`src/rtl/ula_pkg.sv`:
```
// Shared ALU opcode definitions and the multiply/divide unit's state encoding.
package ula_pkg;

  localparam logic [3:0] ULA_AND  = 4'b0000;
  localparam logic [3:0] ULA_OR   = 4'b0001;
  localparam logic [3:0] ULA_ADD  = 4'b0010;
  localparam logic [3:0] ULA_SUB  = 4'b0110;
  localparam logic [3:0] ULA_SLT  = 4'b0111;
  localparam logic [3:0] ULA_MULT = 4'b1000;
  localparam logic [3:0] ULA_DIV  = 4'b1001;
  localparam logic [3:0] ULA_MFLO = 4'b1010;
  localparam logic [3:0] ULA_MFHI = 4'b1011;
  localparam logic [3:0] ULA_NOR  = 4'b1100;
  localparam logic [3:0] ULA_XOR  = 4'b1101;
  localparam logic [3:0] ULA_LUI  = 4'b1110;

  typedef enum logic [1:0] {
    IDLE = 2'd0,
    CALC = 2'd1,
    ADJ  = 2'd2
  } md_state_t;

  // True for the opcodes that launch a multi-cycle operation.
  function automatic logic is_md_start(input logic [3:0] op);
    return (op == ULA_MULT) || (op == ULA_DIV);
  endfunction

  // True for the opcodes that read HI/LO.
  function automatic logic is_md_read(input logic [3:0] op);
    return (op == ULA_MFLO) || (op == ULA_MFHI);
  endfunction

endpackage

```
`src/rtl/ula_muldiv_hilo_if.sv`:
```
// Execute-stage connection between the datapath and the multiply/divide unit.
interface ula_muldiv_hilo_if #(parameter int WIDTH = 32);

  logic [3:0]       ULAopcode;
  logic             start;
  logic [WIDTH-1:0] A;
  logic [WIDTH-1:0] B;
  logic             busy;
  logic             done;
  logic             div0;
  logic             stall;
  logic [WIDTH-1:0] result;
  logic [WIDTH-1:0] HI;
  logic [WIDTH-1:0] LO;

  modport master (
    output ULAopcode, start, A, B,
    input  busy, done, div0, stall, result, HI, LO
  );

  modport slave (
    input  ULAopcode, start, A, B,
    output busy, done, div0, stall, result, HI, LO
  );

endinterface

```
`src/rtl/ula_sign_adjust.sv`:
```
// Sign handling around the unsigned iteration core: operand magnitudes in,
// signed product / quotient / remainder out.
module ula_sign_adjust
  import ula_pkg::*;
#(
  parameter int WIDTH = 32
) (
  input  logic [WIDTH-1:0]   a,
  input  logic [WIDTH-1:0]   b,
  output logic [WIDTH-1:0]   mag_a,
  output logic [WIDTH-1:0]   mag_b,
  output logic               sign_a,
  output logic               sign_b,
  input  logic               op_sign_a,
  input  logic               op_sign_b,
  input  logic [2*WIDTH-1:0] prod,
  input  logic [WIDTH-1:0]   quot,
  input  logic [WIDTH-1:0]   rem,
  output logic [2*WIDTH-1:0] prod_fix,
  output logic [WIDTH-1:0]   quot_fix,
  output logic [WIDTH-1:0]   rem_fix
);

  // Magnitudes are unsigned, so the most negative operand maps to 2^(WIDTH-1).
  always_comb begin
    sign_a = a[WIDTH-1];
    sign_b = b[WIDTH-1];
    mag_a  = sign_a ? (~a + 1'b1) : a;
    mag_b  = sign_b ? (~b + 1'b1) : b;
  end

  // Product and quotient take the XOR of the signs; remainder follows the dividend.
  always_comb begin
    prod_fix = (op_sign_a ^ op_sign_b) ? (~prod + 1'b1) : prod;
    quot_fix = (op_sign_a ^ op_sign_b) ? (~quot + 1'b1) : quot;
    rem_fix  = op_sign_a ? (~rem + 1'b1) : rem;
  end

endmodule

```
`src/rtl/ula_muldiv_hilo.sv`:
```
// Multi-cycle signed MULT/DIV with architectural HI/LO registers.
//
//   state | meaning
//   IDLE  | waiting for start with MULT/DIV opcode
//   CALC  | WIDTH shift-add or restoring-divide iterations
//   ADJ   | sign correction, HI/LO write, done pulse
module ula_muldiv_hilo
  import ula_pkg::*;
#(
  parameter int WIDTH = 32
) (
  input  logic           clk,
  input  logic           rst_n,
  ula_muldiv_hilo_if.slave bus
);

  localparam int CNT_W = (WIDTH > 1) ? $clog2(WIDTH) : 1;
  localparam logic [CNT_W-1:0] CNT_LAST = CNT_W'(WIDTH - 1);

  md_state_t state_q, state_d;

  logic [CNT_W-1:0]   cnt_q;
  logic [2*WIDTH-1:0] acc_q;      // MULT: {partial hi, multiplier}; DIV: {remainder, quotient}
  logic [WIDTH-1:0]   opnd_q;     // MULT: |A| addend; DIV: |B| divisor
  logic [WIDTH-1:0]   a_raw_q;
  logic               sign_a_q, sign_b_q, is_div_q, b_zero_q;
  logic               done_q, div0_q;
  logic [WIDTH-1:0]   hi_q, lo_q;

  logic               start_ok;
  logic [WIDTH-1:0]   mag_a, mag_b;
  logic               sign_a, sign_b;
  logic [2*WIDTH-1:0] prod_fix;
  logic [WIDTH-1:0]   quot_fix, rem_fix;

  logic [WIDTH:0]     mult_sum;
  logic [WIDTH:0]     div_shift;
  logic               div_ge;
  logic [WIDTH-1:0]   div_rem;

  assign start_ok = bus.start && is_md_start(bus.ULAopcode);

  ula_sign_adjust #(.WIDTH(WIDTH)) u_sign_adjust (
    .a         (bus.A),
    .b         (bus.B),
    .mag_a     (mag_a),
    .mag_b     (mag_b),
    .sign_a    (sign_a),
    .sign_b    (sign_b),
    .op_sign_a (sign_a_q),
    .op_sign_b (sign_b_q),
    .prod      (acc_q),
    .quot      (acc_q[WIDTH-1:0]),
    .rem       (acc_q[2*WIDTH-1:WIDTH]),
    .prod_fix  (prod_fix),
    .quot_fix  (quot_fix),
    .rem_fix   (rem_fix)
  );

  // State register.
  always_ff @(posedge clk or negedge rst_n) begin
    if (!rst_n) state_q <= IDLE;
    else        state_q <= state_d;
  end

  // Next-state logic.
  always_comb begin
    state_d = state_q;
    case (state_q)
      IDLE:    if (start_ok) state_d = CALC;
      CALC:    if (cnt_q == CNT_LAST) state_d = ADJ;
      ADJ:     state_d = IDLE;
      default: state_d = IDLE;
    endcase
  end

  // One iteration step for each operation; the remainder never exceeds WIDTH bits.
  always_comb begin
    mult_sum  = {1'b0, acc_q[2*WIDTH-1:WIDTH]} + {1'b0, (acc_q[0] ? opnd_q : '0)};
    div_shift = {acc_q[2*WIDTH-1:WIDTH], acc_q[WIDTH-1]};
    div_ge    = (div_shift >= {1'b0, opnd_q});
    div_rem   = div_ge ? (div_shift[WIDTH-1:0] - opnd_q) : div_shift[WIDTH-1:0];
  end

  // Operand capture, iteration datapath and HI/LO write.
  always_ff @(posedge clk or negedge rst_n) begin
    if (!rst_n) begin
      cnt_q    <= '0;
      acc_q    <= '0;
      opnd_q   <= '0;
      a_raw_q  <= '0;
      sign_a_q <= 1'b0;
      sign_b_q <= 1'b0;
      is_div_q <= 1'b0;
      b_zero_q <= 1'b0;
      done_q   <= 1'b0;
      div0_q   <= 1'b0;
      hi_q     <= '0;
      lo_q     <= '0;
    end else begin
      done_q <= 1'b0;
      div0_q <= 1'b0;
      case (state_q)
        IDLE: begin
          if (start_ok) begin
            is_div_q <= (bus.ULAopcode == ULA_DIV);
            sign_a_q <= sign_a;
            sign_b_q <= sign_b;
            a_raw_q  <= bus.A;
            b_zero_q <= (bus.B == '0);
            cnt_q    <= '0;
            if (bus.ULAopcode == ULA_DIV) begin
              opnd_q <= mag_b;
              acc_q  <= {{WIDTH{1'b0}}, mag_a};
            end else begin
              opnd_q <= mag_a;
              acc_q  <= {{WIDTH{1'b0}}, mag_b};
            end
          end
        end
        CALC: begin
          cnt_q <= cnt_q + 1'b1;
          if (is_div_q) acc_q <= {div_rem, acc_q[WIDTH-2:0], div_ge};
          else          acc_q <= {mult_sum, acc_q[WIDTH-1:1]};
        end
        ADJ: begin
          done_q <= 1'b1;
          div0_q <= is_div_q && b_zero_q;
          if (!is_div_q) begin
            {hi_q, lo_q} <= prod_fix;
          end else if (b_zero_q) begin
            hi_q <= a_raw_q;
            lo_q <= '1;
          end else begin
            hi_q <= rem_fix;
            lo_q <= quot_fix;
          end
        end
        default: ;
      endcase
    end
  end

  // MFLO/MFHI read path and handshake outputs.
  always_comb begin
    case (bus.ULAopcode)
      ULA_MFLO: bus.result = lo_q;
      ULA_MFHI: bus.result = hi_q;
      default:  bus.result = '0;
    endcase
    bus.busy  = (state_q != IDLE);
    bus.stall = (state_q != IDLE) && is_md_read(bus.ULAopcode);
    bus.done  = done_q;
    bus.div0  = div0_q;
    bus.HI    = hi_q;
    bus.LO    = lo_q;
  end

endmodule

```
`src/flat_wrapper.sv`:
```
// flat-port wrapper written by rule: the top's interface ports become plain ports
module ula_muldiv_hilo_flat import ula_pkg::*;
#(
  parameter int WIDTH = 32
)
  (clk, rst_n, bus_ULAopcode, bus_start, bus_A, bus_B, bus_busy, bus_done, bus_div0, bus_stall, bus_result, bus_HI, bus_LO);
  ula_muldiv_hilo_if #(.WIDTH(WIDTH)) bus_i ();
  input  logic clk;
  input  logic rst_n;
  input wire logic [$bits(bus_i.ULAopcode)-1:0] bus_ULAopcode;
  input wire logic [$bits(bus_i.start)-1:0] bus_start;
  input wire logic [$bits(bus_i.A)-1:0] bus_A;
  input wire logic [$bits(bus_i.B)-1:0] bus_B;
  output wire logic [$bits(bus_i.busy)-1:0] bus_busy;
  output wire logic [$bits(bus_i.done)-1:0] bus_done;
  output wire logic [$bits(bus_i.div0)-1:0] bus_div0;
  output wire logic [$bits(bus_i.stall)-1:0] bus_stall;
  output wire logic [$bits(bus_i.result)-1:0] bus_result;
  output wire logic [$bits(bus_i.HI)-1:0] bus_HI;
  output wire logic [$bits(bus_i.LO)-1:0] bus_LO;
  assign bus_i.ULAopcode = bus_ULAopcode;
  assign bus_i.start = bus_start;
  assign bus_i.A = bus_A;
  assign bus_i.B = bus_B;
  assign bus_busy = bus_i.busy;
  assign bus_done = bus_i.done;
  assign bus_div0 = bus_i.div0;
  assign bus_stall = bus_i.stall;
  assign bus_result = bus_i.result;
  assign bus_HI = bus_i.HI;
  assign bus_LO = bus_i.LO;
  ula_muldiv_hilo #(.WIDTH(WIDTH)) u_core (.clk(clk), .rst_n(rst_n), .bus(bus_i));
endmodule
```
`config.mk`:
```
export PLATFORM = sky130hd
export DESIGN_NAME = ula_muldiv_hilo_flat
export DESIGN_NICKNAME = d
export VERILOG_FILES = /design/src/rtl/ula_pkg.sv /design/src/rtl/ula_muldiv_hilo_if.sv /design/src/rtl/ula_sign_adjust.sv /design/src/rtl/ula_muldiv_hilo.sv /design/src/flat_wrapper.sv
export SDC_FILE = /design/constraint.sdc
export NUM_CORES = 1
export LEC_CHECK = 0
export BUFFER_PORTS_ARGS = -buffer_cell sky130_fd_sc_hd__buf_2
export CORE_AREA = 2 2 210 212
export CTS_CLUSTER_SIZE = 12
export DETAILED_ROUTE_END_ITERATION = 10
export DIE_AREA = 0 0 212 214
export GPL_ROUTABILITY_DRIVEN = 0
export SLEW_MARGIN = 5
export SYNTH_ARGS = -nofsm -noshare
export SYNTH_HDL_FRONTEND = slang
export SYNTH_SLANG_ARGS = --single-unit
```
`constraint.sdc`:
```
create_clock -name clk -period 3.2 [get_ports clk]
set_clock_uncertainty 0.1 [all_clocks]
set_input_delay 0.16 -clock clk [delete_from_list [all_inputs] [get_ports clk]]
set_output_delay 0.16 -clock clk [all_outputs]
set_load 0.01 [all_outputs]
```
==> results.sh, run 1 <==
export IMPL_wl_um=68500
export IMPL_combPwrFrac_pct=71.6
export IMPL_grt_overflow_total=0
export IMPL_die_width_um=212
export IMPL_yosysUniqueCellTypes=83
export IMPL_p_per_area_mw_per_mm2=1150
export IMPL_design_area_mm2=0.0214
export IMPL_sw_frac_of_total_pct=48.8
export IMPL_clk_latency_ns=0.55
export IMPL_detail_route_first_pass_iterations=6
export IMPL_clkPwrFrac_pct=11.2
export IMPL_cell_internal_pwr_mw=12.5
export IMPL_drt_iter0_drc=2463
export IMPL_postSynthAreaPerCell_um2=7.77
export IMPL_die_area_mm2=0.0454
export IMPL_p_sw_mw=12.0
export IMPL_hp_class="input port to flop"
export IMPL_tritoncts="done"
export IMPL_synth_area_top_cells="dfrtp_1, nand2_1, o21ai_0"
export IMPL_drive_above_1_share_pct=21.4
export IMPL_syn_to_final_growth_pct=25.7
export IMPL_hpwl_um=52400
export IMPL_io_pins=171
export IMPL_port_buffers=170
export IMPL_status="finished, violations left"
export IMPL_dpl_worst_slack_ns=-0.147
export IMPL_fillers=4168
export IMPL_start_util_pct=39.6
export IMPL_p_leak_nw=9.53
export IMPL_placementRows=76
export IMPL_vias_per_cell=5.88
export IMPL_core_area_mm2=0.0429
export IMPL_path_class="flop to flop"
export IMPL_num_vias=18199
export IMPL_sequentialPowerShare_pct=17.2
export IMPL_grt_util_all_layers_pct=29.4
export IMPL_synth_seq_cells=204
export IMPL_hold_violations=0
export IMPL_violations="negative setup slack"
export IMPL_place_area_mm2=0.0197
export IMPL_synthCells=2186
export IMPL_final_cells=3095
export IMPL_yosysWarnings=0
export IMPL_die_y_um=214
export IMPL_cts_root_buf="clkbuf_16"
export IMPL_yosysSeqAreaShare_pct=30.1
export IMPL_fmax_ghz=0.311
export IMPL_clock_sinks=204
export IMPL_path_clk_slew_ns=0.06
export IMPL_wl_per_cell_um=22.1
export IMPL_synth_edf_count=0
export IMPL_dp_cells=2998
export IMPL_antenna_found_initial=0
export IMPL_cts_buffers=24
export IMPL_synth_top_cell_area_share_pct=30.1
export IMPL_grt_start_max_net_pins=106
export IMPL_required_ns=3.52
export IMPL_worstPathArrival_ns=3.53
export IMPL_postRouteAntennaNets=0
export IMPL_post_route_min_period_ns=3.21
export IMPL_grt_pass1_wl_um=103000
export IMPL_worst_pin_slew_ns=1.11
export IMPL_async_flop_share_pct=100
export IMPL_cts_max_level=1
export IMPL_grt_pass1_vias=17069
export IMPL_critPathMaxFanout=12
export IMPL_cp_end_kind="flop"
export IMPL_worstSetupStartpointType="flop"
export IMPL_ys_flop_type="dfrtp_1"
export IMPL_drv_slew=0
export IMPL_antenna_cells=0
export IMPL_rsz0062_at_grt="yes"
export IMPL_finalWorstSetupSlack_ns=-0.0128
export IMPL_cap_viol_max_count=0
export IMPL_total_power_mw=24.5
export IMPL_relSlewSlack_pct=25.4
export IMPL_period_share_pct=100
export IMPL_synth_largest_area_cell="dfrtp_1"
export IMPL_syn_cell_area_mm2=0.0170
export IMPL_clock_path_buffers=3
export IMPL_synth_nets=2329
export IMPL_fin_nets=2637
export IMPL_setup_violations=1
export IMPL_drc=0
export IMPL_ir_worst_vdd_uv=499
==> repair_timing <==
| item | CTS | global route |
|---|---|---|
| cloned | 0 | 1 |
| endpoints found under the setup margin | 19 | 57 |
| endpoints found under the hold margin | 115 | 0 |
| resized for setup | 25 | 81 |
| pin swaps | 6 | 22 |
| buffers inserted | 1 | 14 |
| hold buffers | 39 | 0 |
==> cell usage after synthesis (12+ instances only) <==
cell	number
a31oi_1	21
nand3_1	43
a22oi_1	12
o41ai_1	13
nor3_1	31
o21ai_0	194
o211ai_1	31
a211oi_1	48
o31ai_1	29
nor2_1	206
nor4_1	20
or3_1	15
clkbuf_1	137
nand2_1	317
or4_1	17
o22ai_1	16
xnor2_1	94
xor2_1	104
a21o_1	25
o21ai_1	13
mux2i_1	89
ha_1	70
dfrtp_1	204
a21oi_1	173
nand2b_1	18
and3_1	18
inv_1	59
==> flip-flops by register name, summed over array words and instances, names as in the netlist <==
register         cells
u_core.b_zero_q      1
u_core.opnd_q       32
u_core.bus.HI       32
u_core.acc_q        64
u_core.sign_b_q      1
u_core.bus.LO       32
u_core.bus.done      1
u_core.sign_a_q      1
u_core.cnt_q         5
u_core.state_q       2
u_core.is_div_q      1
u_core.bus.div0      1
u_core.a_raw_q      31
==> cell usage in the layout (no fill, tap or decap), types with 45 or more instances in the layout <==
| master | n |
|---|---|
| a211oi_1 | 45 |
| mux2i_1 | 89 |
| xnor2_1 | 92 |
| xor2_1 | 103 |
| dfrtp_1 | 201 |
| buf_4 | 215 |
| nor2_1 | 203 |
| ha_1 | 66 |
| o21ai_0 | 169 |
| nand2_1 | 314 |
| a21oi_1 | 159 |
| buf_2 | 169 |
| inv_1 | 57 |
==> cell families after synthesis <==
kind of cell	count (synthesis)	synth area share (%)
flip-flops	204	30.1
XOR/XNOR	198	10.2
AO/OA/AOI/OAI	660	24.2
adder cells (fa/ha/maj)	72	5.39
buffers and inverters	215	4.82
AND/OR/NAND/NOR	746	19.9
multiplexers	91	5.38
==> power groups by stage <==
stage / Clock (mW) / Combinational, mW / Sequential, mW
finish: 2.74 / 17.5 / 4.21
global route: 2.86 / 19.0 / 4.29
CTS: 2.77 / 16.4 / 4.16
detailed placement: 0 / 16.1 / 4.20
global placement: 0 / 15.9 / 4.18
floorplan: 0 / 10.5 / 4.01
==> layer usage <==
layer	share of wire, %	global-route usage, %	vias up
met5	0	0	-
met4	5.9	14.8	0
met3	7.9	3.67	192
met2	44	45.4	906
met1	42	40.3	8697
li1	-	-	8404
==> worst paths after layout <==
kind,startpoint,to,slack (ns),depth (start not counted)
worst min register to register,u_core.a_raw_q[17]$_DFFE_PN0P_,u_core.a_raw_q[17]$_DFFE_PN0P_,0.37,2
worst max register to register,u_core.acc_q[0]$_DFFE_PN0P_,u_core.bus.HI[20]$_DFFE_PN0P_,-0.01,11
min in group asynchronous,rst_n,u_core.bus.LO[14]$_DFFE_PN0P_,0.12,2
worst max-delay path,u_core.acc_q[0]$_DFFE_PN0P_,u_core.bus.HI[20]$_DFFE_PN0P_,-0.01,11
max in group asynchronous,rst_n,u_core.acc_q[32]$_DFFE_PN0P_,2.03,3
worst min-delay path,bus_A[31],u_core.sign_a_q$_DFFE_PN0P_,0.05,3
==> layout make-up <==
type,count,area [µm²],share of cell area [%]
Clock buffer,34,688,3.22
Clock inverter,8,78.8,0.369
Inverter,62,233,1.09
Multi-Input combinational cell,1767,11400,53.6
Sequential cell,204,5110,23.9
Tap cell,585,732,3.43
Timing Repair Buffer,435,3070,14.4
==> critical path: stages, from the launching register on <==
cell,delay (ns)
dfrtp_1,0.39
inv_2,0.11
ha_1,0.16
or3b_4,0.38
or4_4,0.43
or4_4,0.58
nor3_4,0.17
buf_12,0.17
a21oi_1,0.08
xor2_1,0.18
o21ai_1,0.20
o21ai_0,0.11
==> through the flow <==
step / hold slack (ns) / setup TNS, ns / util, %
after floorplan: -0.236 / 0 / -
final: 0.0489 / -0.0128 / 49.8
after global routing: 0.0748 / -1.71 / 49.8
after global placement: 0.158 / -0.471 / 46.0
after CTS: 0.00904 / -0.0275 / 48.9
after detailed placement: 0.163 / -0.608 / 46.0
Note: power is estimated with default switching activity, not from simulation.
==> run 2: changes to the inputs <==
CORE_AREA = 2 2 218 220   (was 2 2 210 212)
DIE_AREA = 0 0 220 222   (was 0 0 212 214)
MAX_ROUTING_LAYER = met4   (was not set)
SYNTH_HIERARCHICAL = 1   (was not set)
==> results.sh, run 2 <==
export IMPL_placementRows=79
export IMPL_drv_slew=0
export IMPL_critical_path_slowest_cell="dfrtp_1"
export IMPL_synth_edf_count=0
export IMPL_final_cells=3141
export IMPL_grt_overflow_total=0
export IMPL_fmax_ghz=0.316
export IMPL_p_sw_mw=12.1
export IMPL_core_area_mm2=0.0463
export IMPL_cts_root_buf="clkbuf_16"
export IMPL_synthMuxAreaShare_pct=12.1
export IMPL_io_pins=171
export IMPL_postRouteAntennaNets=0
export IMPL_mostFrequentLayoutCell="nand2_1"
export IMPL_syn_to_final_growth_pct=21.8
export IMPL_path_clk_slew_ns=0.06
export IMPL_die_area_mm2=0.0488
export IMPL_num_vias=18746
export IMPL_vias_per_cell=5.97
export IMPL_crit_chain="inv_1 > ha_1 > nor2b_4 > o2111ai_2 > a31oi_2 > o211a_1 > a21o_4 > a21oi_4 > o21a_4 > o311a_1 > o41ai_2"
export IMPL_status="completed"
export IMPL_total_power_mw=24.8
export IMPL_synth_compound_area_share_pct=22.2
export IMPL_synth_largest_area_cell="dfrtp_1"
export IMPL_relSlewSlack_pct=35.1
export IMPL_async_flop_share_pct=100
export IMPL_synth_fa_ha_area_share_pct=5.03
export IMPL_cap_viol_max_count=0
export IMPL_synthCells=2231
export IMPL_yosysWarnings=6
export IMPL_tritoncts="done"
export IMPL_synth_seq_cells=205
export IMPL_syn_cell_area_mm2=0.0184
export IMPL_yosysMostFrequentCell="nand2_1"
export IMPL_p_per_area_mw_per_mm2=1100
export IMPL_worstPathArrival_ns=3.51
export IMPL_synth_nets=2375
export IMPL_worstSetupStartpointType="flop"
export IMPL_clkPwrFrac_pct=12.5
export IMPL_utilization_pct=48.6
export IMPL_setup_tns_ns=0
export IMPL_largest_register_ffs=64
export IMPL_drt_iter0_drc=1901
export IMPL_hold_violations=0
export IMPL_final_cell_mix="nand2_1, o21ai_0, dfrtp_1, mux2i_1, buf_4"
export IMPL_postSynthAreaPerCell_um2=8.27
export IMPL_cell_internal_pwr_mw=12.7
export IMPL_cp_end_kind="flop"
export IMPL_dp_cells=3052
export IMPL_clk_latency_ns=0.56
export IMPL_sequentialPowerShare_pct=18.5
export IMPL_clock_path_buffers=3
export IMPL_synthSimpleGateAreaFrac_pct=17.6
export IMPL_wl_per_cell_um=21.7
export IMPL_sw_frac_of_total_pct=48.7
export IMPL_combPwrFrac_pct=69.0
export IMPL_synth_common_cells="nand2_1, o21ai_0, dfrtp_1, mux2i_1, nor2_1"
export IMPL_fillers=4464
export IMPL_yosysSeqAreaShare_pct=27.8
export IMPL_wl_um=68000
export IMPL_p_leak_nw=9.59
export IMPL_period_share_pct=98.9
export IMPL_grt_util_all_layers_pct=28.0
export IMPL_grt_pass1_wl_um=103000
export IMPL_slowest_delay_ns=0.40
export IMPL_hpwl_um=52800
export IMPL_die_width_um=220
export IMPL_setup_violations=0
export IMPL_post_route_min_period_ns=3.17
export IMPL_hp_class="input port to flop"
export IMPL_port_buffers=170
export IMPL_synth_xor_area_share_pct=10.9
export IMPL_grt_start_max_net_pins=80
export IMPL_critPathMaxFanout=5
export IMPL_synth_top_family_by_area="compound AO/OA/AOI/OAI gates"
export IMPL_cts_max_level=1
export IMPL_antenna_found_initial=2
export IMPL_detail_route_first_pass_iterations=6
export IMPL_cts_buffers=26
export IMPL_drive_above_1_share_pct=20.6
export IMPL_fin_nets=2659
export IMPL_die_y_um=222
export IMPL_path_class="flop to flop"
export IMPL_worst_pin_slew_ns=0.970
export IMPL_rsz0062_at_grt="yes"
export IMPL_hold_worst_slack_ns=0.0198
export IMPL_grt_pass1_vias=17250
export IMPL_drc=0
export IMPL_largest_register="u_core/acc_q"
export IMPL_required_ns=3.55
export IMPL_ys_flop_type="dfrtp_1"
export IMPL_ir_worst_vdd_uv=588
export IMPL_clock_sinks=205
export IMPL_synth_area_top_cells="dfrtp_1, mux2i_1, xnor2_1"
export IMPL_start_util_pct=39.9
export IMPL_yosysUniqueCellTypes=90
export IMPL_synth_top_cell_area_share_pct=27.8
run 2: cell count changes after synthesis, sizes merged, moves of 18 or more:
| cell | change |
|---|---|
| buf | +20 |
| clkbuf | -45 |
| nor2 | -36 |
| and2 | +29 |
| mux2 | +36 |
| mux2i | +90 |
| o21ai | +18 |
| a21oi | -49 |
| xor2 | -28 |
| xnor2 | +60 |
| nand2 | -86 |
run 2: worst max-delay path, delay by kind of cell (launching register included):
| kind | cells | cell delay, ns |
|---|---|---|
| and+or+nand+nor | 1 | 0.18 |
| DFF | 1 | 0.40 |
| adders and majority gates | 1 | 0.33 |
| buffers and inverters | 1 | 0.10 |
| AOI/OAI and AO/OA | 8 | 1.93 |
run 2: worst paths after layout:
path	startpoint	end	slack, ns	depth (start not counted)
worst max register to register	u_core/opnd_q[1]$_DFFE_PN0P_	u_core/acc_q[63]$_DFFE_PN0P_	0.03	11
worst min-delay path	bus_B[0]	u_core/opnd_q[0]$_DFFE_PN0P_	0.02	3
min in group asynchronous	rst_n	u_core/bus.LO[18]$_DFFE_PN0P_	0.06	2
max in group asynchronous	rst_n	u_core/acc_q[36]$_DFFE_PN0P_	2.09	3
worst min register to register	u_core/bus.HI[31]$_DFFE_PN0P_	u_core/bus.HI[31]$_DFFE_PN0P_	0.40	2
worst max-delay path	u_core/opnd_q[1]$_DFFE_PN0P_	u_core/acc_q[63]$_DFFE_PN0P_	0.03	11
run 2: repair_timing:
| item | in CTS | in global routing |
|---|---|---|
| hold buffers | 36 | 0 |
| endpoints found under the setup margin | 4 | 36 |
| gates resized for setup | 3 | 44 |
| buffers inserted | 0 | 6 |
| pin swaps | 0 | 9 |
| endpoints found under the hold margin | 90 | 0 |
run 2: logic make-up (layout without fill, tap and decap cells):
kind of cell,after synthesis,count (layout)
AND/OR/NAND/NOR,663,663
XOR/XNOR,230,230
multiplexers,217,217
AO/OA/AOI/OAI,645,645
flip-flops,205,205
buffers and inverters,198,500
other,0,1
adder cells (fa/ha/maj),73,73
run 2: metal layers:
layer  track usage [%]  vias up  share of wire, %
met5                 -        -                 0
met4              10.5        0               4.6
met3              3.42      178               7.7
met2              41.3      903                43
met1              39.0     8977                44
li1                  -     8688                 -
run 2: cell type report:
| type | count | area [µm²] | share of cell area, % |
|---|---|---|---|
| diodes | 1 | 2.50 | 0.0111 |
| clock buffers | 33 | 718 | 3.20 |
| clock inverters | 13 | 174 | 0.774 |
| inverters | 70 | 263 | 1.17 |
| multi-input cells | 1828 | 12800 | 56.9 |
| flip-flops and latches | 205 | 5140 | 22.9 |
| well taps | 607 | 759 | 3.38 |
| repair buffers | 384 | 2630 | 11.7 |
run 2: through the flow:
step	area, µm²	setup slack, ns
2_1_floorplan	18400	0.0969
6_report	22500	0.0346
4_1_cts	22200	0.00813
5_1_grt	22500	-0.0722
3_5_place_dp	20900	-0.0696
3_3_place_gp	20900	0.0179
run 2: power groups by stage:
stage	Sequential (mW)	Clock, mW	Combinational (mW)
after floorplan	4.41	0	11.0
final	4.58	3.11	17.1
after global routing	4.66	3.25	18.6
after CTS	4.52	3.15	16.5
after global placement	4.54	0	16.1
after detailed placement	4.56	0	16.4
